**config.mk**
```make
export PLATFORM = sky130hd
export DESIGN_NAME = div_seq_restoring
export DESIGN_NICKNAME = d
export VERILOG_FILES = /design/src/rtl/alu_pkg.sv /design/src/rtl/sub_ripple.sv /design/src/rtl/div_seq_restoring.sv
export SDC_FILE = /design/constraint.sdc
export NUM_CORES = 1
export LEC_CHECK = 0
export CAP_MARGIN = 15
export CORE_MARGIN = 3
export CORE_UTILIZATION = 45
export CTS_CLUSTER_DIAMETER = 40
export CTS_CLUSTER_SIZE = 8
export DETAILED_ROUTE_END_ITERATION = 8
export MAX_ROUTING_LAYER = met4
export PLACE_DENSITY = 0.75
export SLEW_MARGIN = 10
export SYNTH_ARGS = -nofsm -noshare
export SYNTH_HDL_FRONTEND = slang
export SYNTH_SLANG_ARGS = --single-unit
export TNS_END_PERCENT = 30
```
**constraint.sdc**
```tcl
create_clock -name clock -period 14.26 [get_ports clock]
set_input_delay 2.139 -clock clock [delete_from_list [all_inputs] [get_ports clock]]
set_output_delay 2.139 -clock clock [all_outputs]
set_load 0.01 [all_outputs]
```
**src/rtl/alu_pkg.sv**
```systemverilog
// Shared ALU datapath definitions: divider state encoding, default width
// and the most-negative-integer helper.
package alu_pkg;

    typedef enum logic [1:0] {
        ST_IDLE = 2'd0,
        ST_RUN  = 2'd1,
        ST_FIX  = 2'd2
    } div_state_t;

    localparam int DIV_WIDTH = 32;

    // Widths up to 64 bits are supported; callers keep the low 'width' bits.
    function automatic logic [63:0] min_int(input int width);
        return 64'd1 << (width - 1);
    endfunction

endpackage

```
**src/rtl/sub_ripple.sv**
```systemverilog
// N-bit ripple-borrow subtractor: a - b computed as a + ~b + 1 through a chain
// of full adders; borrow is the inverted final carry (set when a < b unsigned).
module sub_ripple
    import alu_pkg::*;
#(
    parameter int N = DIV_WIDTH + 1
) (
    input  logic [N-1:0] a,
    input  logic [N-1:0] b,
    output logic [N-1:0] diff,
    output logic         borrow
);

    logic carry;

    always_comb begin
        diff  = '0;
        carry = 1'b1;
        for (int i = 0; i < N; i++) begin
            diff[i] = a[i] ^ ~b[i] ^ carry;
            carry   = (a[i] & ~b[i]) | (carry & (a[i] ^ ~b[i]));
        end
        borrow = ~carry;
    end

endmodule

```
**src/rtl/div_seq_restoring.sv**
```systemverilog
// Multi-cycle restoring divider: one quotient bit per clock by trial
// subtraction, with sign handling done on magnitudes before and after the loop.
module div_seq_restoring
    import alu_pkg::*;
#(
    parameter int WIDTH  = DIV_WIDTH,
    parameter bit SIGNED = 1'b1
) (
    input  logic             clock,
    input  logic             reset_n,
    input  logic             start,
    input  logic [WIDTH-1:0] dividend,
    input  logic [WIDTH-1:0] divisor,
    output logic [WIDTH-1:0] quotient,
    output logic [WIDTH-1:0] remainder,
    output logic             busy,
    output logic             done,
    output logic             div_by_zero
);

    localparam int               CNT_W    = $clog2(WIDTH);
    localparam logic [63:0]      MIN_WIDE = min_int(WIDTH);
    localparam logic [WIDTH-1:0] MIN_INT  = MIN_WIDE[WIDTH-1:0];

    div_state_t       state, state_next;
    logic [CNT_W-1:0] cnt;
    logic             fix_hold;
    logic [WIDTH-1:0] rem_acc, quo_acc, div_mag;
    logic             neg_quo, neg_rem, dz;

    logic [WIDTH-1:0] neg_a_in, neg_b_in, neg_a_out, neg_b_out;
    logic             neg_a_borrow_unused, neg_b_borrow;
    logic             dividend_neg, divisor_neg;
    logic [WIDTH-1:0] dividend_mag, divisor_mag;

    logic [WIDTH:0]   trial_a, trial_diff;
    logic             trial_borrow, trial_sign_unused;

    // The two negators take the operands while idle and the raw results in FIX.
    assign neg_a_in = (state == ST_IDLE) ? dividend : quo_acc;
    assign neg_b_in = (state == ST_IDLE) ? divisor  : rem_acc;

    sub_ripple #(.N(WIDTH)) u_neg_a (
        .a      ('0),
        .b      (neg_a_in),
        .diff   (neg_a_out),
        .borrow (neg_a_borrow_unused)
    );

    sub_ripple #(.N(WIDTH)) u_neg_b (
        .a      ('0),
        .b      (neg_b_in),
        .diff   (neg_b_out),
        .borrow (neg_b_borrow)
    );

    assign dividend_neg = SIGNED && ((dividend & MIN_INT) != '0);
    assign divisor_neg  = SIGNED && ((divisor & MIN_INT) != '0);
    assign dividend_mag = dividend_neg ? neg_a_out : dividend;
    assign divisor_mag  = divisor_neg  ? neg_b_out : divisor;

    assign trial_a           = {rem_acc, quo_acc[WIDTH-1]};
    assign trial_sign_unused = trial_diff[WIDTH];

    sub_ripple #(.N(WIDTH + 1)) u_trial (
        .a      (trial_a),
        .b      ({1'b0, div_mag}),
        .diff   (trial_diff),
        .borrow (trial_borrow)
    );

    assign busy = (state != ST_IDLE);

    // While idle, 0 - divisor borrows exactly when the divisor is non-zero.
    always_comb begin
        state_next = state;
        unique case (state)
            ST_IDLE: if (start) state_next = neg_b_borrow ? ST_RUN : ST_FIX;
            ST_RUN:  if (cnt == CNT_W'(WIDTH - 1)) state_next = ST_FIX;
            ST_FIX:  if (!fix_hold) state_next = ST_IDLE;
            default: state_next = ST_IDLE;
        endcase
    end

    // Divide-by-zero lingers one extra cycle in FIX (fix_hold) to give done at k+2.
    always_ff @(posedge clock or negedge reset_n) begin
        if (!reset_n) begin
            state       <= ST_IDLE;
            cnt         <= '0;
            fix_hold    <= 1'b0;
            done        <= 1'b0;
            div_by_zero <= 1'b0;
            quotient    <= '0;
            remainder   <= '0;
        end else begin
            state <= state_next;
            done  <= 1'b0;
            case (state)
                ST_IDLE: if (start) begin
                    cnt         <= '0;
                    fix_hold    <= ~neg_b_borrow;
                    div_by_zero <= 1'b0;
                end
                ST_RUN: cnt <= cnt + 1'b1;
                ST_FIX: if (fix_hold) begin
                    fix_hold <= 1'b0;
                end else begin
                    done        <= 1'b1;
                    div_by_zero <= dz;
                    quotient    <= neg_quo ? neg_a_out : quo_acc;
                    remainder   <= neg_rem ? neg_b_out : rem_acc;
                end
                default: ;
            endcase
        end
    end

    // A zero divisor preloads R=|dividend|, Q=0 so FIX restores the dividend.
    always_ff @(posedge clock) begin
        case (state)
            ST_IDLE: if (start) begin
                div_mag <= divisor_mag;
                neg_quo <= dividend_neg ^ divisor_neg;
                neg_rem <= dividend_neg;
                dz      <= ~neg_b_borrow;
                if (neg_b_borrow) begin
                    rem_acc <= '0;
                    quo_acc <= dividend_mag;
                end else begin
                    rem_acc <= dividend_mag;
                    quo_acc <= '0;
                end
            end
            ST_RUN: begin
                quo_acc <= {quo_acc[WIDTH-2:0], ~trial_borrow};
                rem_acc <= trial_borrow ? trial_a[WIDTH-1:0] : trial_diff[WIDTH-1:0];
            end
            default: ;
        endcase
    end

endmodule

```
==> reports/qor.csv, run 1 <==
metric,value,unit
wl_per_cell,18.5,um
p_leak,5.38,nW
final_cell_mix,"157 x mux2i_1, 135 x nand2_1, 130 x clkdlybuf4s50_1",
final_common_cell,mux2i_1,
vias,7124,
finClkSkew,0.00983,ns
yosysUniqueCellTypes,37,
p_seq_share,35.7,%
worstSetupEndpointType,register,
synthCells,891,
critPathMaxFanout,63,
fp.dieArea,0.0246,mm^2
min_path_type,reg2reg,
ys.warnings.count,0,
crit_slowest_cell,fa_1,
grtUsageTotal,20.5,%
ctsHtreeMaxLevel,4,
synth-seq-cells,173,
route.detailed.drc,0,
synth_edf_count,99,
start_util,46.4,%
grt_max_degree,75,
path_class,reg2reg,
drt_iter0_drc,469,
period_share,95.9,%
setup_tns,0,ns
port_buffers,133,
hold_viol_final,0,
totalWireLength,23900,um
relSlewSlack,25.1,%
rrSetupSlack,0.58,ns
tightest_slew,1.12,ns
dr.pass1.iters,5,
syn_area,0.0102,mm^2
setup_slack,0.583,ns
dpl.cell_count,1254,
switchingPower,911,uW
cts.repair.resized,0,
clk_pin_slew_worst_paths,0.06,ns
post_cts_buffers,0,
required,14.41,ns
grt_pass1_vias,7506,
die_x,157,um
min_period,13.68,ns
ant_nets,0,
cp_common_cell,fa_1,
yosysSeqAreaShare,47.1,%
viasPerCell,5.54,
clk_path_buf_depth,2,
grt_pass1_wl,38800,um
p_sw_share,36.7,%
syn2layout_area_growth,20.6,%
antenna_found_initial,0,
whs,0.479,ns
final_cells,1287,
avgSynthCellArea,11.5,um^2
timing.max_cap.violations,0,
drive_gt1_share,8.35,%
pre_cts_slack,0.597,ns
core-area,0.0221,mm^2
cts_tree,built,
status,completed,
die_height,157,um
dp_hpwl,16500,um
cp.arrival,13.82,ns
internal_power,1.57,mW
cts-root-buf,clkbuf_16,
insertion_delay,0.43,ns
place.gp.congestion,0.788,
rows,54,
synth_nets,1053,
io_pins,134,
async_reset_ff_share,42.8,%
grt-ovfl-total,0,
nets,1155,
crit_path_start_kind,register,
ir_worst_vdd,0.0000780,V
synth-main-ff-cell,edfxtp_1,
finalSetupViolCount,0,
fin_total_pwr,2.48,mW
powerDensity,201,mW/mm^2
maxSlewViolCount,0,
cts_inserted_buffers,17,
max_stage_delay,0.43,ns
rsz0062_at_grt,no,
max_clock_freq,73.1,MHz
clock-sinks,173,
cts_hold_buf,0,
p_clk_share,21.0,%
p_comb_share,43.3,%
## kinds of logic after synthesis
logic type | share of synthesized area [%]
muxes | 18.8
and+or+nand+nor | 6.28
AOI/OAI and AO/OA | 9.36
xor gates and xnor gates | 0.0855
adders and majority gates | 13.9
DFF | 47.1
buffers and inverters | 4.54
## per-stage QoR
step	utilization [%]	cell area, um^2
CTS	55.9	12400
detailed placement	52.9	11700
global route	55.9	12400
floorplan	-	10200
global placement	52.9	11700
finish	55.9	12400
## worst max-delay path: cells and delay by family, from the launching register on
family,cells,cell delay (ns)
flops,1,0.38
fa+ha+maj,32,11.97
compound gates,1,0.10
buf+inv,5,0.56
simple gates,1,0.13
mux,1,0.24
## registers in the layout, indices dropped and copies added, names as in the netlist
name,count
quo_acc,32
dz,1
fix_hold,1
done,1
remainder,32
neg_rem,1
cnt,5
rem_acc,32
neg_quo,1
state,2
quotient,32
div_by_zero,1
div_mag,32
## power by group through the flow
| stage | Combinational, mW | Clock (mW) | Sequential (mW) |
|---|---|---|---|
| 5_1_grt | 1.23 | 0.552 | 0.909 |
| 4_1_cts | 1.08 | 0.531 | 0.885 |
| 2_1_floorplan | 0.788 | 0 | 0.861 |
| 3_5_place_dp | 1.07 | 0 | 0.891 |
| 6_report | 1.08 | 0.523 | 0.886 |
| 3_3_place_gp | 1.01 | 0 | 0.888 |
## cell usage after synthesis (4+ instances only)
cell / instances / share of area (%)
a22o_1: 4 / 0.34
buf_2: 30 / 1.5
buf_6: 6 / 0.66
clkbuf_1: 18 / 0.66
dfrtp_1: 74 / 18
edfxtp_1: 99 / 29
fa_1: 31 / 6.1
ha_1: 64 / 7.8
inv_1: 37 / 1.4
mux2_2: 31 / 3.4
mux2i_1: 157 / 15
nand2_1: 137 / 5.0
nor2_1: 7 / 0.26
o21ai_0: 57 / 2.8
o21ai_1: 75 / 3.7
o22ai_1: 32 / 2.0
## cell type report
cell class,instances,area [um^2]
clock inverter,11,186
tap,280,350
fill,1856,9740
multi-input combinational,619,4970
antenna,1,2.50
timing repair buffer,142,1400
inverter,40,150
sequential,173,4820
clock buffer,21,472
## layer usage
layer / GRT usage, % / vias to the layer above / wire, um
li1: - / 3406 / -
met1: 26.4 / 3454 / 10600
met2: 33.1 / 229 / 11600
met3: 3.71 / 35 / 1320
met4: 6.42 / 0 / 407
met5: - / - / 0
## worst paths after layout
| path | start | endpoint | cells past startpoint |
|---|---|---|---|
| setup / recovery | quo_acc[31] | rem_acc[29] | 40 |
| setup reg to reg | quo_acc[31] | rem_acc[29] | 40 |
| hold reg to reg | remainder[2] | remainder[2] | 2 |
| max in group asynchronous | reset_n | remainder[18] | 1 |
| hold / removal | remainder[2] | remainder[2] | 2 |
| min in group asynchronous | reset_n | cnt[3] | 1 |
Power figures use the tool's default switching activity.
==> run 2, diff against run 1 <==
CORE_MARGIN = unset   (was 3)
CTS_CLUSTER_SIZE = unset   (was 8)
==> reports/qor.csv, run 2 (same netlist as run 1, synthesis figures left out) <==
metric,value,unit,change
status,completed,,
ir_worst_vdd,0.0000910,V,+17%
die_x,153,um,-2.5%
ant_nets,0,,unchanged
die_height,153,um,-2.5%
grtUsageTotal,21.8,%,+1.3 points
port_buffers,133,,unchanged
min_path_type,reg2reg,,
vias,7088,,-0.51%
cp.arrival,13.75,ns,-0.07 ns
dpl.cell_count,1253,,-0.080%
finClkSkew,0.0157,ns,+0.00583 ns
insertion_delay,0.42,ns,about the same
final_cell_area,0.0123,mm^2,-0.50%
clock-sinks,173,,unchanged
fp.dieArea,0.0234,mm^2,-5.0%
start_util,46.4,%,unchanged
crit_slowest_cell,fa_1,,
post_cts_buffers,0,,unchanged
powerDensity,196,mW/mm^2,-2.3%
totalWireLength,23700,um,-0.76%
cts.repair.resized,0,,unchanged
grt_pass1_wl,38800,um,about the same
syn2layout_area_growth,20.0,%,
clk_pin_slew_worst_paths,0.06,ns,about the same
final_cells,1286,,-0.078%
grt-ovfl-total,0,,unchanged
grt_pass1_vias,7390,,-1.5%
antenna_cells,0,,-1
hold_viol_final,0,,unchanged
cts_tree,built,,
rows,54,,unchanged
grt_max_degree,129,,+72%
r2r_start,quo_acc[31],,
maxSlewViolCount,0,,unchanged
p_leak,5.35,nW,-0.63%
grt.met1_usage,28.5,%,+2.1 points
holdPathStages,2,,unchanged
max_stage_delay,0.42,ns,about the same
use_met3,3.49,%,-0.22 points
min_to,quotient[6],,
ctsHtreeMaxLevel,4,,unchanged
viasPerCell,5.51,,-0.43%
dr.pass1.iters,8,,+3
cp_common_cell,fa_1,,
nets,1155,,unchanged
min_period,13.61,ns,-0.0666 ns
rrSetupSlack,0.65,ns,+0.07 ns
io_pins,134,,unchanged
gr-max-usage-layer,met2,,
nFillCells,1860,,+0.22%
final_cell_mix,"157 x mux2i_1, 136 x nand2_1, 130 x clkdlybuf4s50_1",,
period_share,95.4,%,-0.47 points
drive_gt1_share,7.95,%,-0.40 points
route.detailed.drc,0,,unchanged
place.gp.congestion,0.768,,-2.6%
critPathMaxFanout,63,,unchanged
r2r_end,rem_acc[7],,
dp_hpwl,16000,um,-3.0%
clk_path_buf_depth,2,,unchanged
cts_inserted_buffers,17,,unchanged
crit_path_start_kind,register,,
rsz0062_at_grt,no,,
cts-root-buf,clkbuf_16,,
tightest_slew,1.16,ns,+0.0348 ns
path_class,reg2reg,,
required,14.39,ns,-0.02 ns
drt_iter0_drc,422,,-10%
worstSetupEndpointType,register,,
antenna_found_initial,0,,unchanged
finalSetupViolCount,0,,unchanged
max_clock_freq,73.5,MHz,+0.49%
core-area,0.0221,mm^2,unchanged
final_common_cell,mux2i_1,,
timing.max_cap.violations,0,,unchanged
cts_hold_buf,0,,unchanged
use_met2,34.8,%,+1.7 points
setup_tns,0,ns,unchanged
wl_per_cell,18.4,um,-0.69%
dpl-instance-area,0.0117,mm^2,about the same
relSlewSlack,22.8,%,-2.3 points
min_from,quotient[6],,
r2r_cells,41,,+2.5%
==> run 2: critical path: cells and delay by family (launching register included) <==
kind,cells,cell delay [ns]
DFF,1,0.37
AOI/OAI and AO/OA,2,0.21
adders and majority gates,32,11.95
and+or+nand+nor,2,0.21
buffers and inverters,5,0.53
==> run 2: how the worst max path moves through the flow <==
stage / startpoint / to / cells past startpoint
floorplan: quo_acc[31] / rem_acc[21] / 42
global placement: quo_acc[31] / rem_acc[29] / 40
detailed placement: quo_acc[31] / rem_acc[31] / 40
CTS: quo_acc[31] / rem_acc[31] / 40
global route: quo_acc[31] / rem_acc[5] / 41
finish: quo_acc[31] / rem_acc[7] / 41
==> run 2: per-layer routing <==
layer	vias to the layer above	part of all wire (%)
met5	-	0
met4	0	1.9
li1	3394	-
met1	3439	45
met2	223	48
met3	32	4.4
==> run 2: metrics by stage <==
| stage | hold slack (ns) | power [mW] | util (%) | setup WS (ns) |
|---|---|---|---|---|
| after detailed placement | 0.473 | 1.95 | 52.9 | 0.649 |
| after floorplan | 0.472 | 1.65 | - | 1.21 |
| after global routing | 0.510 | 2.62 | 55.7 | 0.0543 |
| after global placement | 0.462 | 1.89 | 52.9 | 0.886 |
| after CTS | 0.487 | 2.43 | 55.5 | 0.604 |
| final | 0.482 | 2.42 | 55.7 | 0.650 |
==> run 2: report_power, final <==
group          switching [mW]  leakage [nW]  internal [mW]
registers               0.126          1.85          0.761
clock network           0.194         0.285          0.272
logic                   0.580          3.21          0.483
==> run 2: cell type report <==
| type | count | area [um^2] | share of cell area, % |
|---|---|---|---|
| clock buffers | 24 | 483 | 3.93 |
| clock inverters | 8 | 90.1 | 0.733 |
| inverters | 40 | 150 | 1.22 |
| multi-input cells | 619 | 4980 | 40.5 |
| flip-flops and latches | 173 | 4820 | 39.2 |
| well taps | 280 | 350 | 2.85 |
| repair buffers | 142 | 1420 | 11.5 |
